### src/rtl/sh7604_ibus_arbiter_pkg.sv
// sh7604_ibus_arbiter_pkg -- shared types for the SH7604 on-chip peripheral bus arbiter. Rev 1.0
`default_nettype none

package sh7604_ibus_arbiter_pkg;

   typedef enum logic [1:0] {
      IBUS_IDLE   = 2'd0,
      IBUS_ACCESS = 2'd1,
      IBUS_WAIT   = 2'd2,
      IBUS_DONE   = 2'd3
   } IBusState_t;

   typedef enum logic {
      MST_CPU = 1'b0,
      MST_DMA = 1'b1
   } IBusMaster_t;

   typedef struct packed {
      logic [31:0] a;
      logic [31:0] di;
      logic [3:0]  ba;
      logic        we;
   } IBusReq_t;

   localparam int IBUS_DW = 32;

endpackage

`default_nettype wire

### src/rtl/sh7604_ibus_rdmux.sv
// sh7604_ibus_rdmux -- AND-OR reduction of slave read data and wait-state requests. Rev 1.0
`default_nettype none

module sh7604_ibus_rdmux
   import sh7604_ibus_arbiter_pkg::*;
#(
   parameter int NSLV = 8
) (
   input  logic [NSLV*IBUS_DW-1:0] slv_do,
   input  logic [NSLV-1:0]         slv_act,
   input  logic [NSLV-1:0]         slv_busy,
   output logic [IBUS_DW-1:0]      rdata,
   output logic                    any_act,
   output logic                    any_busy
);

   // Overlapping decodes are ORed rather than prioritised; that case is a system bug.
   always_comb begin
      rdata = '0;
      for (int i = 0; i < NSLV; i++) begin
         rdata = rdata | (slv_do[IBUS_DW*i +: IBUS_DW] & {IBUS_DW{slv_act[i]}});
      end
   end

   assign any_act  = |slv_act;
   assign any_busy = |(slv_act & slv_busy);

endmodule

`default_nettype wire

### src/rtl/sh7604_ibus_arbiter.sv
// sh7604_ibus_arbiter -- CPU/DMAC sharing of the SH7604 IBUS with starvation guard. Rev 1.0
// Optional slave-wait timeout enabled by defining SH7604_IBUS_TIMEOUT_EN.
`default_nettype none

module sh7604_ibus_arbiter
   import sh7604_ibus_arbiter_pkg::*;
#(
   parameter int NSLV    = 8,
   parameter int STARVE  = 2,
   parameter int TIMEOUT = 15
) (
   input  logic                 clk,
   input  logic                 rst_n,
   input  logic                 ce_r,
   input  logic                 ce_f,
   input  logic                 en,
   input  logic                 res_n,
   input  logic [31:0]          cpu_a,
   input  logic [31:0]          cpu_di,
   input  logic [3:0]           cpu_ba,
   input  logic                 cpu_we,
   input  logic                 cpu_req,
   input  logic [31:0]          dma_a,
   input  logic [31:0]          dma_di,
   input  logic [3:0]           dma_ba,
   input  logic                 dma_we,
   input  logic                 dma_req,
   output logic [31:0]          cpu_do,
   output logic [31:0]          dma_do,
   output logic                 cpu_busy,
   output logic                 dma_busy,
   output logic [31:0]          ibus_a,
   output logic [31:0]          ibus_di,
   output logic [3:0]           ibus_ba,
   output logic                 ibus_we,
   output logic                 ibus_req,
   input  logic [NSLV*32-1:0]   slv_do,
   input  logic [NSLV-1:0]      slv_act,
   input  logic [NSLV-1:0]      slv_busy,
   output logic                 gnt_dma,
   output logic                 bus_err
);

   localparam logic [3:0] STARVE_LIM = 4'(STARVE);
   localparam logic [3:0] TMO_LAST   = 4'(TIMEOUT - 1);

   IBusState_t  state, state_nx;
   IBusMaster_t owner;
   IBusReq_t    req_q;
   IBusReq_t    cpu_rq, dma_rq;
   logic [3:0]  starve_cnt;
   logic [31:0] rdata;
   logic        any_act, any_busy;
   logic        tick, any_req, grant_dma, owner_req, timeout, access_err;
   logic        unused_ok;

   assign tick      = ce_r & en;
   assign any_req   = cpu_req | dma_req;
   assign grant_dma = dma_req & ~(cpu_req & (starve_cnt >= STARVE_LIM));
   assign owner_req = (owner == MST_DMA) ? dma_req : cpu_req;
   assign cpu_rq    = {cpu_a, cpu_di, cpu_ba, cpu_we};
   assign dma_rq    = {dma_a, dma_di, dma_ba, dma_we};
   assign unused_ok = ^{ce_f, TMO_LAST};

   sh7604_ibus_rdmux #(.NSLV(NSLV)) u_rdmux (
      .slv_do   (slv_do),
      .slv_act  (slv_act),
      .slv_busy (slv_busy),
      .rdata    (rdata),
      .any_act  (any_act),
      .any_busy (any_busy)
   );

`ifdef SH7604_IBUS_TIMEOUT_EN
   logic [3:0] wait_cnt;

   always_ff @(posedge clk or negedge rst_n) begin
      if (!rst_n)
         wait_cnt <= '0;
      else if (!res_n)
         wait_cnt <= '0;
      else if (tick)
         wait_cnt <= (state == IBUS_WAIT && state_nx == IBUS_WAIT) ? wait_cnt + 4'd1 : '0;
   end

   assign timeout = (state == IBUS_WAIT) && (wait_cnt == TMO_LAST);
`else
   assign timeout = 1'b0;
`endif

   assign access_err = ~any_act | (any_busy & timeout);

   always_ff @(posedge clk or negedge rst_n) begin
      if (!rst_n)
         state <= IBUS_IDLE;
      else if (!res_n)
         state <= IBUS_IDLE;
      else
         state <= state_nx;
   end

   always_comb begin
      state_nx = state;
      if (tick) begin
         case (state)
            IBUS_IDLE:   if (any_req) state_nx = IBUS_ACCESS;
            IBUS_ACCESS,
            IBUS_WAIT: begin
               if (!any_act)
                  state_nx = IBUS_DONE;
               else if (any_busy)
                  state_nx = timeout ? IBUS_DONE : IBUS_WAIT;
               else
                  state_nx = IBUS_DONE;
            end
            IBUS_DONE:   state_nx = IBUS_IDLE;
            default:     state_nx = IBUS_IDLE;
         endcase
      end
   end

   always_comb begin
      ibus_req = (state == IBUS_ACCESS) || (state == IBUS_WAIT);
      cpu_busy = cpu_req & ~(state == IBUS_DONE && owner == MST_CPU);
      dma_busy = dma_req & ~(state == IBUS_DONE && owner == MST_DMA);
      gnt_dma  = (owner == MST_DMA);
   end

   assign ibus_a  = req_q.a;
   assign ibus_di = req_q.di;
   assign ibus_ba = req_q.ba;
   assign ibus_we = req_q.we;

   always_ff @(posedge clk or negedge rst_n) begin
      if (!rst_n) begin
         owner      <= MST_CPU;
         req_q      <= '0;
         starve_cnt <= '0;
         cpu_do     <= '0;
         dma_do     <= '0;
         bus_err    <= 1'b0;
      end else if (!res_n) begin
         owner      <= MST_CPU;
         req_q      <= '0;
         starve_cnt <= '0;
         cpu_do     <= '0;
         dma_do     <= '0;
         bus_err    <= 1'b0;
      end else if (tick) begin
         bus_err <= 1'b0;
         case (state)
            IBUS_IDLE: begin
               if (any_req) begin
                  if (grant_dma) begin
                     owner <= MST_DMA;
                     req_q <= dma_rq;
                     if (cpu_req && starve_cnt != 4'hF)
                        starve_cnt <= starve_cnt + 4'd1;
                  end else begin
                     owner      <= MST_CPU;
                     req_q      <= cpu_rq;
                     starve_cnt <= '0;
                  end
               end
            end
            IBUS_ACCESS,
            IBUS_WAIT: begin
               if (access_err || !any_busy) begin
                  bus_err <= access_err;
                  // A master that has already withdrawn its request gets nothing back.
                  if (!req_q.we && owner_req) begin
                     if (owner == MST_DMA)
                        dma_do <= access_err ? '0 : rdata;
                     else
                        cpu_do <= access_err ? '0 : rdata;
                  end
               end
            end
            default: ;
         endcase
         if (!cpu_req)
            starve_cnt <= '0;
      end
   end

endmodule

`default_nettype wire
### config.mk
export PLATFORM = sky130hd
export DESIGN_NAME = sh7604_ibus_arbiter
export DESIGN_NICKNAME = d
export VERILOG_FILES = /design/src/rtl/sh7604_ibus_arbiter_pkg.sv /design/src/rtl/sh7604_ibus_rdmux.sv /design/src/rtl/sh7604_ibus_arbiter.sv
export SDC_FILE = /design/constraint.sdc
export NUM_CORES = 1
export LEC_CHECK = 0
export BUFFER_PORTS_ARGS = -buffer_cell sky130_fd_sc_hd__buf_4
export CAP_MARGIN = 20
export CORE_AREA = 2 2 213 215
export CTS_CLUSTER_SIZE = 24
export DETAILED_ROUTE_END_ITERATION = 12
export DIE_AREA = 0 0 215 217
export PLACE_DENSITY = 0.49
export SETUP_SLACK_MARGIN = 0.05
export SLEW_MARGIN = 0
export SYNTH_ARGS = -nofsm -noshare
export SYNTH_HDL_FRONTEND = slang
export SYNTH_SLANG_ARGS = --single-unit
### constraint.sdc
create_clock -name clk -period 1.7 [get_ports clk]
set_input_delay 0.255 -clock clk [delete_from_list [all_inputs] [get_ports clk]]
set_output_delay 0.255 -clock clk [all_outputs]
set_load 0.02 [all_outputs]
==> impl_metrics.yaml <==
floorplanning:
  ios: 556
  rows: 78
  die_h_um: 217
  die_area_sq_mm: 0.0467
  core_area_sq_mm: 0.0447
  initial_core_util_pct: 17.4
  die_w_um: 215
detailed_routing:
  vias_per_cell: 4.64
  num_vias: 9442
  drtIter0Drc: 456
  finalWirelength_um: 48700
  firstDrtPassIters: 5
  ant_nets: 0
  wl_per_cell_um: 23.9
  drc: 0
global_route:
  grt-ovfl-total: 0
  grt_max_degree: 63
  track_usage_pct: 20.3
  antenna_found_initial: 11
  grt_pass1_vias: 9763
  grt_pass1_wl_um: 68400
cells_and_area:
  multi_input_area_sq_mm: 0.00410
  fillers: 4744
  area_growth_pct: 84.9
  instances_no_fill: 2033
  final_util_pct: 32.1
  regArea_sq_mm: 0.00353
  final_nets: 1833
  drive_gt1_share_pct: 50.8
  stdcell_area_sq_mm: 0.0143
worst_setup_path:
  crit_chain: "ha_4, o41ai_4, and2_4, buf_6, buf_16, nand2_4, a31oi_1"
  cp_slowest_cell: "dfrtp_2"
  rr_endpoint: "ibus_a[14]$_DFFE_PN0P_"
  cp-start-kind: "flop"
  arrival_ps: 2160
  critPathMaxFanout: 5
  slowest_delay_ps: 450
  crit_type: "flop to flop"
  r2r-start: "starve_cnt[1]$_DFFE_PN0P_"
  cp_data_required_time_ps: 2070
  cp-startpoint: "starve_cnt[1]$_DFFE_PN0P_"
  ff2ff_setup_slack_ps: -90
  ff2ff_path_depth: 7
  critPathCaptureType: "flop"
sta:
  fin_tns_setup_ps: -1960
  period_share_pct: 105
  fin_crit_ps: 1790
  layout_setup_ws_ps: -86.8
  hold_viol: 0
  setup_viol: 84
  tightest_slew_ps: 556
  fmax_mhz: 560
  max_slew_margin_pct: 63.0
  final.hold.worst_slack_ps: 45.2
  report.final.slew_viol_count: 0
  fin_skew_ps: 8.89
  rsz0062_at_grt: "yes"
power_and_ir_drop:
  power_density_mw_per_mm2: 757
  finalPower_mw: 10.9
  peakVddDrop_v: 0.000628
  leakage_nw: 7.51
cts:
  cts_tree: "built"
  clk_latency_ps: 460
  clockBufferDepth: 2
  path_clk_slew_ps: 60
  cts_htree_levels: 4
  root_buffer: "clkbuf_16"
  cts_sinks: 141
  cts_buffers: 17
yosys:
  yosysSeqAreaShare_pct: 45.5
  synth.cell_area_sq_mm: 0.00776
  synth_edf_count: 0
  ys_async_sr_fraction_pct: 100
  syn_inst: 846
  synth-seq-cells: 141
  synth_warnings: 0
  synth_cell_types: 35
  syn-num-nets: 1268
  synth-main-ff-cell: "dfrtp_1"
  synth_area_per_cell_sq_um: 9.17
placement:
  place_congestion: 0.953
  post-place-cells: 1973
  placed_area_sq_mm: 0.0130
  preCtsSetupSlack_ps: -352
  hpwl_um: 36800
  numPortBuffers: 554
worst_hold_path:
  holdPathEnd: "ibus_a[22]$_DFFE_PN0P_"
  hold_start: "dma_a[22]"
  hold-path-cell-count: 3
  hp-class: "primary input to flop"
run:
  maxCapViolations: 0
outcome:
  outcome: "finished with violations"
  violations: "setup timing"
cells by family (layout without fill, tap and decap cells):
group | Yosys count | count (layout) | synth area share (%)
simple gates | 227 | 227 | 11.6
buf+inv | 91 | 669 | 5.14
flops | 141 | 141 | 45.5
other cells | 0 | 9 | 0
compound gates | 318 | 318 | 28.7
mux | 65 | 65 | 8.38
fa+ha+maj | 4 | 4 | 0.645
power by group:
part / leakage [nW] / internal [mW] / switching, mW / total, mW
clock: 0.323 / 2.79 / 1.67 / 4.46
sequential: 1.93 / 3.48 / 0.0837 / 3.56
combinational: 5.26 / 1.43 / 1.41 / 2.84
total: 7.51 / 7.71 / 3.15 / 10.9
cells in the final DEF, fill, tap and decap left out, types with 2 or more instances in the layout:
| cell | netlist | routed |
|---|---|---|
| a21boi_1 | 0 | 2 |
| nor4_1 | 2 | 2 |
| dfrtp_2 | 0 | 2 |
| nand2_2 | 0 | 24 |
| buf_6 | 6 | 4 |
| o21ai_0 | 69 | 69 |
| clkinv_2 | 0 | 2 |
| diode_2 | 0 | 9 |
| clkinvlp_4 | 0 | 3 |
| inv_6 | 0 | 2 |
| dfrtp_1 | 141 | 139 |
| nand2_4 | 0 | 12 |
| a211oi_1 | 2 | 2 |
| a22oi_1 | 131 | 131 |
| nor2_1 | 8 | 8 |
| a21oi_1 | 5 | 4 |
| inv_1 | 4 | 2 |
| a31oi_1 | 69 | 68 |
| buf_4 | 0 | 594 |
| bufinv_16 | 0 | 6 |
| inv_2 | 0 | 3 |
| a41o_1 | 32 | 32 |
| nand2_1 | 206 | 169 |
| buf_16 | 0 | 8 |
| ha_4 | 0 | 2 |
| mux2i_1 | 65 | 65 |
| and3_4 | 0 | 2 |
| buf_12 | 0 | 24 |
| clkbuf_16 | 0 | 18 |
synthesized netlist by cell type, types with 3 or more instances:
cell / count / share of area (%)
dfrtp_1: 141 / 45
a21oi_1: 5 / 0.32
clkbuf_1: 66 / 3.2
inv_1: 4 / 0.19
ha_1: 4 / 0.64
buf_2: 10 / 0.64
and3_1: 3 / 0.24
nor2_1: 8 / 0.39
a22oi_1: 131 / 13
a41o_1: 32 / 4.1
a31oi_1: 69 / 5.6
o21ai_0: 69 / 4.5
nand2_1: 206 / 10
buf_1: 4 / 0.19
mux2i_1: 65 / 8.4
buf_6: 6 / 0.87
worst max-delay path by stage:
stage | cells past startpoint | end
6_report | 7 | ibus_a[14]$_DFFE_PN0P_
5_1_grt | 6 | ibus_di[0]$_DFFE_PN0P_
4_1_cts | 6 | ibus_a[2]$_DFFE_PN0P_
3_5_place_dp | 7 | cpu_do[19]$_DFFE_PN0P_
3_3_place_gp | 7 | cpu_do[19]$_DFFE_PN0P_
2_1_floorplan | 7 | dma_do[10]$_DFFE_PN0P_
flip-flops by register name, summed over array words and instances (netlist names):
| name | cells |
|---|---|
| starve_cnt | 4 |
| cpu_do | 32 |
| ibus_we | 1 |
| bus_err | 1 |
| ibus_ba | 4 |
| gnt_dma | 1 |
| ibus_a | 32 |
| state | 2 |
| dma_do | 32 |
| ibus_di | 32 |
cell type report:
| class | instances | area share (%) |
|---|---|---|
| Timing Repair Buffer | 632 | 36.5 |
| Inverter | 5 | 0.131 |
| Tap cell | 600 | 5.23 |
| Antenna cell | 9 | 0.157 |
| Sequential cell | 141 | 24.6 |
| Clock inverter | 14 | 1.67 |
| Clock buffer | 18 | 3.06 |
| Multi-Input combinational cell | 614 | 28.6 |
routing by layer:
metal	GRT usage, %	vias up	wire, um	share of wire (%)
met4	7.38	2	1470	3.0
li1	-	4300	-	-
met1	23.1	4624	19000	39
met5	0	-	13	0.027
met3	5.91	50	3580	7.4
met2	36.0	466	24600	51
critical path: cells and delay by family, from the launching register on:
family                   cells  cell delay (ps)
AO/OA/AOI/OAI                2              400
buffers and inverters        2              300
flip-flops                   1              450
adder cells (fa/ha/maj)      1              180
AND/OR/NAND/NOR              2              360
timing repair:
item,CTS,global route
pin swaps,27,38
endpoints found under the setup margin,141,140
hold buffers,1,0
cloned,8,1
hold endpoints to repair,33,0
buffers inserted,7,2
resized for setup,39,42
Note: power is estimated with default switching activity, not from simulation.
